## config.mk

```make
export PLATFORM = sky130hd
export DESIGN_NAME = product_accumulator_flat
export DESIGN_NICKNAME = d
export VERILOG_FILES = /design/src/rtl/product_accumulator_if.sv /design/src/rtl/product_accumulator.sv /design/src/flat_wrapper.sv
export SDC_FILE = /design/constraint.sdc
export NUM_CORES = 1
export LEC_CHECK = 0
export ABC_AREA = 1
export CORE_AREA = 2 2 72 74
export DETAILED_ROUTE_END_ITERATION = 8
export DIE_AREA = 0 0 74 76
export PLACE_DENSITY = 0.69
export SLEW_MARGIN = 20
export SYNTH_ARGS = -nofsm -noshare
export SYNTH_HDL_FRONTEND = slang
export SYNTH_SLANG_ARGS = --single-unit
```

## constraint.sdc

```tcl
create_clock -name clk -period 2.3 [get_ports clk]
set_input_delay 0.23 -clock clk [delete_from_list [all_inputs] [get_ports clk]]
set_output_delay 0.23 -clock clk [all_outputs]
set_load 0.005 [all_outputs]
```

## src/rtl/product_accumulator_if.sv

```systemverilog
// product_accumulator_if: product stream in, saturated frame sum out, plus frame abort.
interface product_accumulator_if #(parameter int PROD_W = 8, parameter int ACC_W = 12);
  logic in_valid;
  logic in_ready;
  logic [PROD_W-1:0] in_product;
  logic clear;
  logic out_valid;
  logic out_ready;
  logic [ACC_W-1:0] out_sum;
  logic out_ovf;
  modport master(output in_valid, in_product, clear, out_ready, input in_ready, out_valid, out_sum, out_ovf);
  modport slave(input in_valid, in_product, clear, out_ready, output in_ready, out_valid, out_sum, out_ovf);
endinterface

```

## src/rtl/product_accumulator.sv

```systemverilog
// product_accumulator: sums LEN signed products per frame with saturation and a sticky overflow flag.
module product_accumulator #(
  parameter int PROD_W = 8,
  parameter int ACC_W = 12,
  parameter int LEN = 4
) (
  input logic clk,
  input logic rst_n,
  product_accumulator_if.slave bus
);
  typedef enum logic [1:0] {IDLE, ACCUM, HOLD} state_t;
  localparam logic signed [ACC_W-1:0] MAX = {1'b0, {(ACC_W-1){1'b1}}};
  localparam logic signed [ACC_W-1:0] MIN = {1'b1, {(ACC_W-1){1'b0}}};
  localparam logic [7:0] LAST = 8'(LEN - 1);
  state_t state, state_n;
  logic signed [ACC_W-1:0] acc, acc_n;
  logic [7:0] cnt, cnt_n;
  logic ovf, ovf_n, ov, ov_n;
  logic [ACC_W:0] sum;
  logic fire, sat;
  assign bus.in_ready = (state != HOLD) && !bus.clear;
  assign bus.out_valid = ov;
  assign bus.out_sum = acc;
  assign bus.out_ovf = ovf;
  assign fire = bus.in_valid && bus.in_ready;
  // one guard bit: overflow shows up as the top two bits disagreeing
  assign sum = {acc[ACC_W-1], acc} + {{(ACC_W+1-PROD_W){bus.in_product[PROD_W-1]}}, bus.in_product};
  assign sat = sum[ACC_W] != sum[ACC_W-1];
  always_comb begin
    state_n = state;
    acc_n = acc;
    cnt_n = cnt;
    ovf_n = ovf;
    ov_n = ov;
    if (bus.clear || (ov && bus.out_ready)) begin
      state_n = IDLE;
      acc_n = '0;
      cnt_n = '0;
      ovf_n = 1'b0;
      ov_n = 1'b0;
    end else if (fire) begin
      acc_n = sat ? (sum[ACC_W] ? MIN : MAX) : sum[ACC_W-1:0];
      ovf_n = ovf | sat;
      cnt_n = cnt + 8'd1;
      state_n = (cnt == LAST) ? HOLD : ACCUM;
      ov_n = cnt == LAST;
    end
  end
  always_ff @(posedge clk or negedge rst_n)
    if (!rst_n) begin
      state <= IDLE;
      acc <= '0;
      cnt <= '0;
      ovf <= 1'b0;
      ov <= 1'b0;
    end else begin
      state <= state_n;
      acc <= acc_n;
      cnt <= cnt_n;
      ovf <= ovf_n;
      ov <= ov_n;
    end
endmodule

```

## src/flat_wrapper.sv

```systemverilog
// flat-port wrapper written by rule: the top's interface ports become plain ports
module product_accumulator_flat 
#(
  parameter int PROD_W = 8,
  parameter int ACC_W = 12,
  parameter int LEN = 4
)
  (clk, rst_n, bus_in_valid, bus_in_product, bus_clear, bus_out_ready, bus_in_ready, bus_out_valid, bus_out_sum, bus_out_ovf);
  product_accumulator_if #(.PROD_W(PROD_W), .ACC_W(ACC_W)) bus_i ();
  input logic clk;
  input logic rst_n;
  input wire logic [$bits(bus_i.in_valid)-1:0] bus_in_valid;
  input wire logic [$bits(bus_i.in_product)-1:0] bus_in_product;
  input wire logic [$bits(bus_i.clear)-1:0] bus_clear;
  input wire logic [$bits(bus_i.out_ready)-1:0] bus_out_ready;
  output wire logic [$bits(bus_i.in_ready)-1:0] bus_in_ready;
  output wire logic [$bits(bus_i.out_valid)-1:0] bus_out_valid;
  output wire logic [$bits(bus_i.out_sum)-1:0] bus_out_sum;
  output wire logic [$bits(bus_i.out_ovf)-1:0] bus_out_ovf;
  assign bus_i.in_valid = bus_in_valid;
  assign bus_i.in_product = bus_in_product;
  assign bus_i.clear = bus_clear;
  assign bus_i.out_ready = bus_out_ready;
  assign bus_in_ready = bus_i.in_ready;
  assign bus_out_valid = bus_i.out_valid;
  assign bus_out_sum = bus_i.out_sum;
  assign bus_out_ovf = bus_i.out_ovf;
  product_accumulator #(.PROD_W(PROD_W), .ACC_W(ACC_W), .LEN(LEN)) u_core (.clk(clk), .rst_n(rst_n), .bus(bus_i));
endmodule
```

After elaboration in Yosys (flattened, before gate mapping)
Index checks and enable logic that the tools add are counted.
Word-level totals
  logic and storage cells: 30
  register bits after elaboration: 24
  output and inout bits: 15
  input port bits: 13
Operators by class
  reduce and logical (&&, ||, !) cells: 6
  muxes and demuxes: 13
  $add $sub $neg: 2
  bitwise operators: 1
  equal/unequal tests: 3
Operators by type and width (number)
  $mux W12: 4
  $mux W8: 2
  $add A12 B8 Y13: 1
  $add A8 B1 Y8 const B: 1
  $eq A8 B2 Y1 const B: 1
  $mux W2: 3
  $mux W1: 4
  $logic_and A1 B1 Y1: 3
  $ne A2 B2 Y1 const B: 1
  $reduce_bool A2 Y1: 1
  $logic_not A1 Y1: 1
  $logic_or A1 B1 Y1: 1
  $ne A1 B1 Y1: 1
  $or A1 B1 Y1: 1

Longest topological paths before layout
  depth in word-level cells: 5
  gate-level depth with buffers: 13
  depth with buffers taken out: 13

Least setup slack after synthesis
No wires, ideal clock.
  path kind: register -> register
  from: reg u_core.acc[0] (netlist: u_core.bus.out_sum[0])
  to: reg u_core.acc[6] (netlist: u_core.bus.out_sum[6])
  required time: 2.177 ns
  setup time: 0.123 ns
  slack: 0.303 ns
  period minus slack after synthesis: 1.997 ns
  arrival time: 1.874 ns
  stages on the path, launching flop included: 13
  buffers on the path: 0
  cells stage by stage: dfrtp_1 > ha_1 > fa_1 > nand3_1 > nand2_2 > nand3_1 > nand3_1 > nand2_1 > nand2_2 > nand2_4 > nand2_8 > o21ai_0 > nand2_1
Between the ends
  longest elaborated chain between the ends: 5
  elaborated cells on any way between the ends: 6
  classes of those cells: 1 x add/sub; 1 x eq/ne; 4 x mux
Ends and longest elaborated chain
  start, declared: RTL line product_accumulator.sv:16  | logic signed [ACC_W-1:0] acc, acc_n;
  start signal, assigned: RTL line product_accumulator.sv:58  | acc <= acc_n;
  $add A12 B8 Y13 (*): RTL line product_accumulator.sv:27  | assign sum = {acc[ACC_W-1], acc} + {{(ACC_W+1-PROD_W){bus.in_product[PROD_W-1]}}, bus.in_product};
  $mux W12 / $ne A1 B1 Y1 (equally long branches): RTL line product_accumulator.sv:42, product_accumulator.sv:28
  $mux W12 (*): RTL line product_accumulator.sv:42  | acc_n = sat ? (sum[ACC_W] ? MIN : MAX) : sum[ACC_W-1:0];
  $mux W12 (*): RTL line product_accumulator.sv:41  | end else if (fire) begin
  $mux W12 (*): RTL line product_accumulator.sv:35  | if (bus.clear || (ov && bus.out_ready)) begin
Mark *: on every way between the ends. The rest lies on a longest branch, timed or not. The select of a mux whose other input is x is not followed.
A chain may end at the register's enable or synchronous reset.

Final worst setup path
  from: reg u_core.acc[0] (netlist: u_core.bus.out_sum[0])
  to: reg u_core.acc[5] (netlist: u_core.bus.out_sum[5])
The elaborated chain is that of the path after synthesis.

==> reports/summary.md <==
The nature of the critical path endpoint is a flop. The path class of the tightest hold or removal check is in -> async. For the pin with the worst max-slew slack, the measured transition is 0.365 ns. The run gives 0.214 as the met1 usage. The tool flagged a number of max-cap violations equal to 0. For this block, the initial DRC count from the detailed router was 138. For the worst relative slew slack, the log shows 0.754. Count of synthesis-stage warnings from yosys: 0. The TritonCTS buffer count was 3; the clock insertion delay at the later pin of the skew report was 0.26 ns.

The adder and majority gate portion of the synthesized area is 0.103. STA classifies the critical path startpoint as a flop. Between clock sinks in the finished design, the worst skew comes to 0.00536 ns. The layout cell share with drive strength beyond 1 was 0.195; the maximum clock path buffer count was 2. The synthesized design contains 0 enable-type register cells. Synthesis produced a netlist with a net count of 252. The total number of vias is 1562, and the number of standard cells in the layout, taps in and fillers out is 332. The area share of the leading cell type in the synthesized netlist is 0.325, and the worst-path maximum fanout is 10. After global routing the overflow that remains totals 0. Yosys attributes the largest share of cell area to sky130_fd_sc_hd__dfrtp_1, sky130_fd_sc_hd__nand2_1, sky130_fd_sc_hd__ha_1, sky130_fd_sc_hd__nand3_1, sky130_fd_sc_hd__inv_1. The count of H-tree levels built during CTS was 1. The global-route track usage on met2 came out at 0.220. Walking the worst path, the cells encountered are ha_1 -> fa_1 -> nand3_1 -> nand2_2 -> nand3_1 -> nand3_1 -> nand2_1 -> nand2_2 -> nand2_4 -> nand2_8 -> o21ai_2 -> nand2_2. The portion of the clock cycle consumed by the worst path in the final layout was 0.922; the power per cell area was 875 nW/um^2. The utilization after layout came out at 0.454. The largest total area in the synthesized netlist belongs to sky130_fd_sc_hd__dfrtp_1. On the critical path, the stage with the largest delay is an instance of sky130_fd_sc_hd__dfrtp_1.

STA puts the critical path data arrival time at 2.28 ns. The run gives 0.00195 W as the sum of internal, switching and leakage power. In this run the count of I/O pins placed on the die edge is 28.

Registers take 576 sq um. The leakage power of the design came out at 1.11 nW. Post-detailed-route count of antenna-violating nets: 0.

The met3 global-route usage came out at 0.0291. The synthesized-area fraction occupied by and/or/nand/nor cells was 0.345. The dominant combinational cell family by area after synthesis is simple AND/OR/NAND/NOR gates. For the placed cell count, the log shows 327.

Final-layout worst hold slack: 0.311 ns. After detailed routing, the number of vias per cell comes to 4.70. The tools report the site row count as 26. For the number of distinct library cell variants in the gate-level netlist after synthesis, the log shows 31. The top cell types in the final layout, fill and taps aside, are sky130_fd_sc_hd__nand2_1, sky130_fd_sc_hd__clkdlybuf4s50_1, sky130_fd_sc_hd__dfrtp_1. Leaving out fill and tap cells, the most frequent cell in the layout is sky130_fd_sc_hd__nand2_1.

For this design, the sink count on the clock tree is 23. Synthesis inferred 23 register bits. The count of buffers from port buffering is 27. The run finished with clean final reports.

The floorplan step defined a core boundary enclosing 4910 sq um. TritonCTS built the clock tree. The repair_antennas step left the layout with diodes totalling 0.

After clock tree synthesis, the flow added hold-fix buffers numbering 0. The async set-or-reset flop fraction in the synthesized netlist is 1.00. The peak supply drop is 0.414 mV, and the total of endpoints with negative setup slack in the final report is 0.

The tools report the max-slew violation count as 0. After global routing, the most crowded layer is met2. The routed wire length per instance works out to 11.1 microns. The cell sitting at the root of the clock tree is a sky130_fd_sc_hd__clkbuf_8.

After filler insertion, the fill cell instance count of the layout stands at 485. The total count of hold-check failures in the final report was 0. The fraction of the mapped netlist area in compound gates was 0.128. The global placement routability congestion was 0.829. After routing the design area is 2230 sq um.

Clock-pin slew was measured on the worst setup and hold paths at 0.08 ns. The clock period minus worst slack is 2.12 ns, and the routed wire length is 3700 microns. The initial antenna violation count was 0; the post-synthesis to final-layout area growth was 26.1%. The floorplan step set the die width to 74 microns. For this run, the leading register cell type out of synthesis is sky130_fd_sc_hd__dfrtp_1. For this run, the top clock speed supported by timing is 472 MHz. The average footprint of a synthesized cell was 7.86 sq um; the wire length of the first global-routing pass was 6560 microns. At the end of the flow, the number of nets in the layout was 290. For the global routing usage summed across all routing layers, the log shows 0.145. In this run the cell area of the synthesized design comes to 1770 sq um. For this run, the slowest stage of the critical path takes 0.40 ns.

For the number of global-route vias before repair, the log shows 1418. Entering global routing, the biggest net connects 24 pins. The portion of the post-synthesis area used by sequential elements was 0.325; the area of combinational cells with multiple inputs was 1090 sq um.

Setup repair after global routing left no endpoint under its margin. The effective utilization at floorplan is 0.360, and the endpoint required time on the critical path is 2.46 ns. The wire-length estimate of the detail-placed layout is 2900 microns.

Remaining routing DRC violations: 0. The run gives 2170 sq um as the post-detailed-placement cell area. The floorplan step set the die height to 76 microns. In the synthesized netlist, the number of instances is 225. Before antenna repair, the detailed router went through 4 iterations. The critical path is of the reg -> reg type.

The multiplexer share of the synthesized area was 0; the die area was 5620 sq um. The synthesized-area fraction occupied by xor and xnor cells was 0.0347.
through the flow:
stage               setup TNS (ns)  setup slack, ns
floorplan                        0            0.303
global placement            -0.178          -0.0412
detailed placement          -0.550          -0.0750
CTS                              0            0.152
global route                     0           0.0103
finish                           0            0.180
worst paths after layout:
kind | from | to | slack, ns | cells past startpoint
max in group asynchronous | rst_n | u_core.bus.out_sum[6]$_DFFE_PN0P_ | 1.76 | 2
min in group clk | u_core.cnt[3]$_DFFE_PN0P_ | u_core.cnt[3]$_DFFE_PN0P_ | 0.51 | 1
min | rst_n | u_core.cnt[7]$_DFFE_PN0P_ | 0.31 | 2
max | u_core.bus.out_sum[0]$_DFFE_PN0P_ | u_core.bus.out_sum[5]$_DFFE_PN0P_ | 0.18 | 12
min reg2reg | u_core.cnt[3]$_DFFE_PN0P_ | u_core.cnt[3]$_DFFE_PN0P_ | 0.51 | 1
max reg2reg | u_core.bus.out_sum[0]$_DFFE_PN0P_ | u_core.bus.out_sum[5]$_DFFE_PN0P_ | 0.18 | 12
cell usage after synthesis (2+ instances only):
cell type / n
sky130_fd_sc_hd__a21oi_1: 8
sky130_fd_sc_hd__a21oi_2: 5
sky130_fd_sc_hd__buf_6: 2
sky130_fd_sc_hd__dfrtp_1: 23
sky130_fd_sc_hd__ha_1: 13
sky130_fd_sc_hd__inv_1: 22
sky130_fd_sc_hd__inv_2: 2
sky130_fd_sc_hd__nand2_1: 67
sky130_fd_sc_hd__nand2_2: 13
sky130_fd_sc_hd__nand2_4: 2
sky130_fd_sc_hd__nand3_1: 18
sky130_fd_sc_hd__nand3_2: 2
sky130_fd_sc_hd__nand3b_1: 2
sky130_fd_sc_hd__nand4_1: 6
sky130_fd_sc_hd__nor2_1: 5
sky130_fd_sc_hd__nor2_2: 3
sky130_fd_sc_hd__nor3_1: 2
sky130_fd_sc_hd__o21ai_0: 4
sky130_fd_sc_hd__o21ai_2: 8
sky130_fd_sc_hd__xor2_1: 7
metal layers:
metal,up-vias,routed length (microns)
li1,815,-
met1,713,1880
met2,32,1650
met3,2,143
met4,0,21
met5,-,0
power by group:
group | leakage, nW | internal [W] | total, W | switching, W
logic | 0.773 | 0.000499 | 0.00113 | 0.000627
clock network | 0.0255 | 0.000121 | 0.000251 | 0.000130
registers | 0.308 | 0.000493 | 0.000576 | 0.0000828
total | 1.11 | 0.00111 | 0.00195 | 0.000840
logic make-up (layout without fill, tap and decap cells):
kind of cell             Yosys count  after routing
AO/OA/AOI/OAI                     31             31
adder cells (fa/ha/maj)           14             14
AND/OR/NAND/NOR                  124            124
buffers and inverters             26             63
flip-flops                        23             23
XOR/XNOR                           7              7
final cells by class:
class,instances,area share
Clock inverter,1,0.00224
Timing Repair Buffer,35,0.154
Sequential cell,23,0.258
Clock buffer,3,0.0185
Multi-Input combinational cell,176,0.488
Inverter,24,0.0404
Tap cell,70,0.0393
critical path, delay by kind of cell (launching register included):
kind,cells,cell delay (ns)
AO/OA/AOI/OAI,1,0.15
AND/OR/NAND/NOR,9,0.83
flip-flops,1,0.40
adder cells (fa/ha/maj),2,0.63
flip-flops by register name, summed over array words and instances, names as in the netlist:
signal / cells
u_core.bus.out_sum: 12
u_core.bus.out_ovf: 1
u_core.state: 2
u_core.cnt: 8
what timing repair did:
item | CTS | global route
setup endpoints to repair | 0 | 2
setup buffers | 0 | 1
gates resized for setup | 0 | 2
No activity file was read; power rests on OpenSTA's default activity.
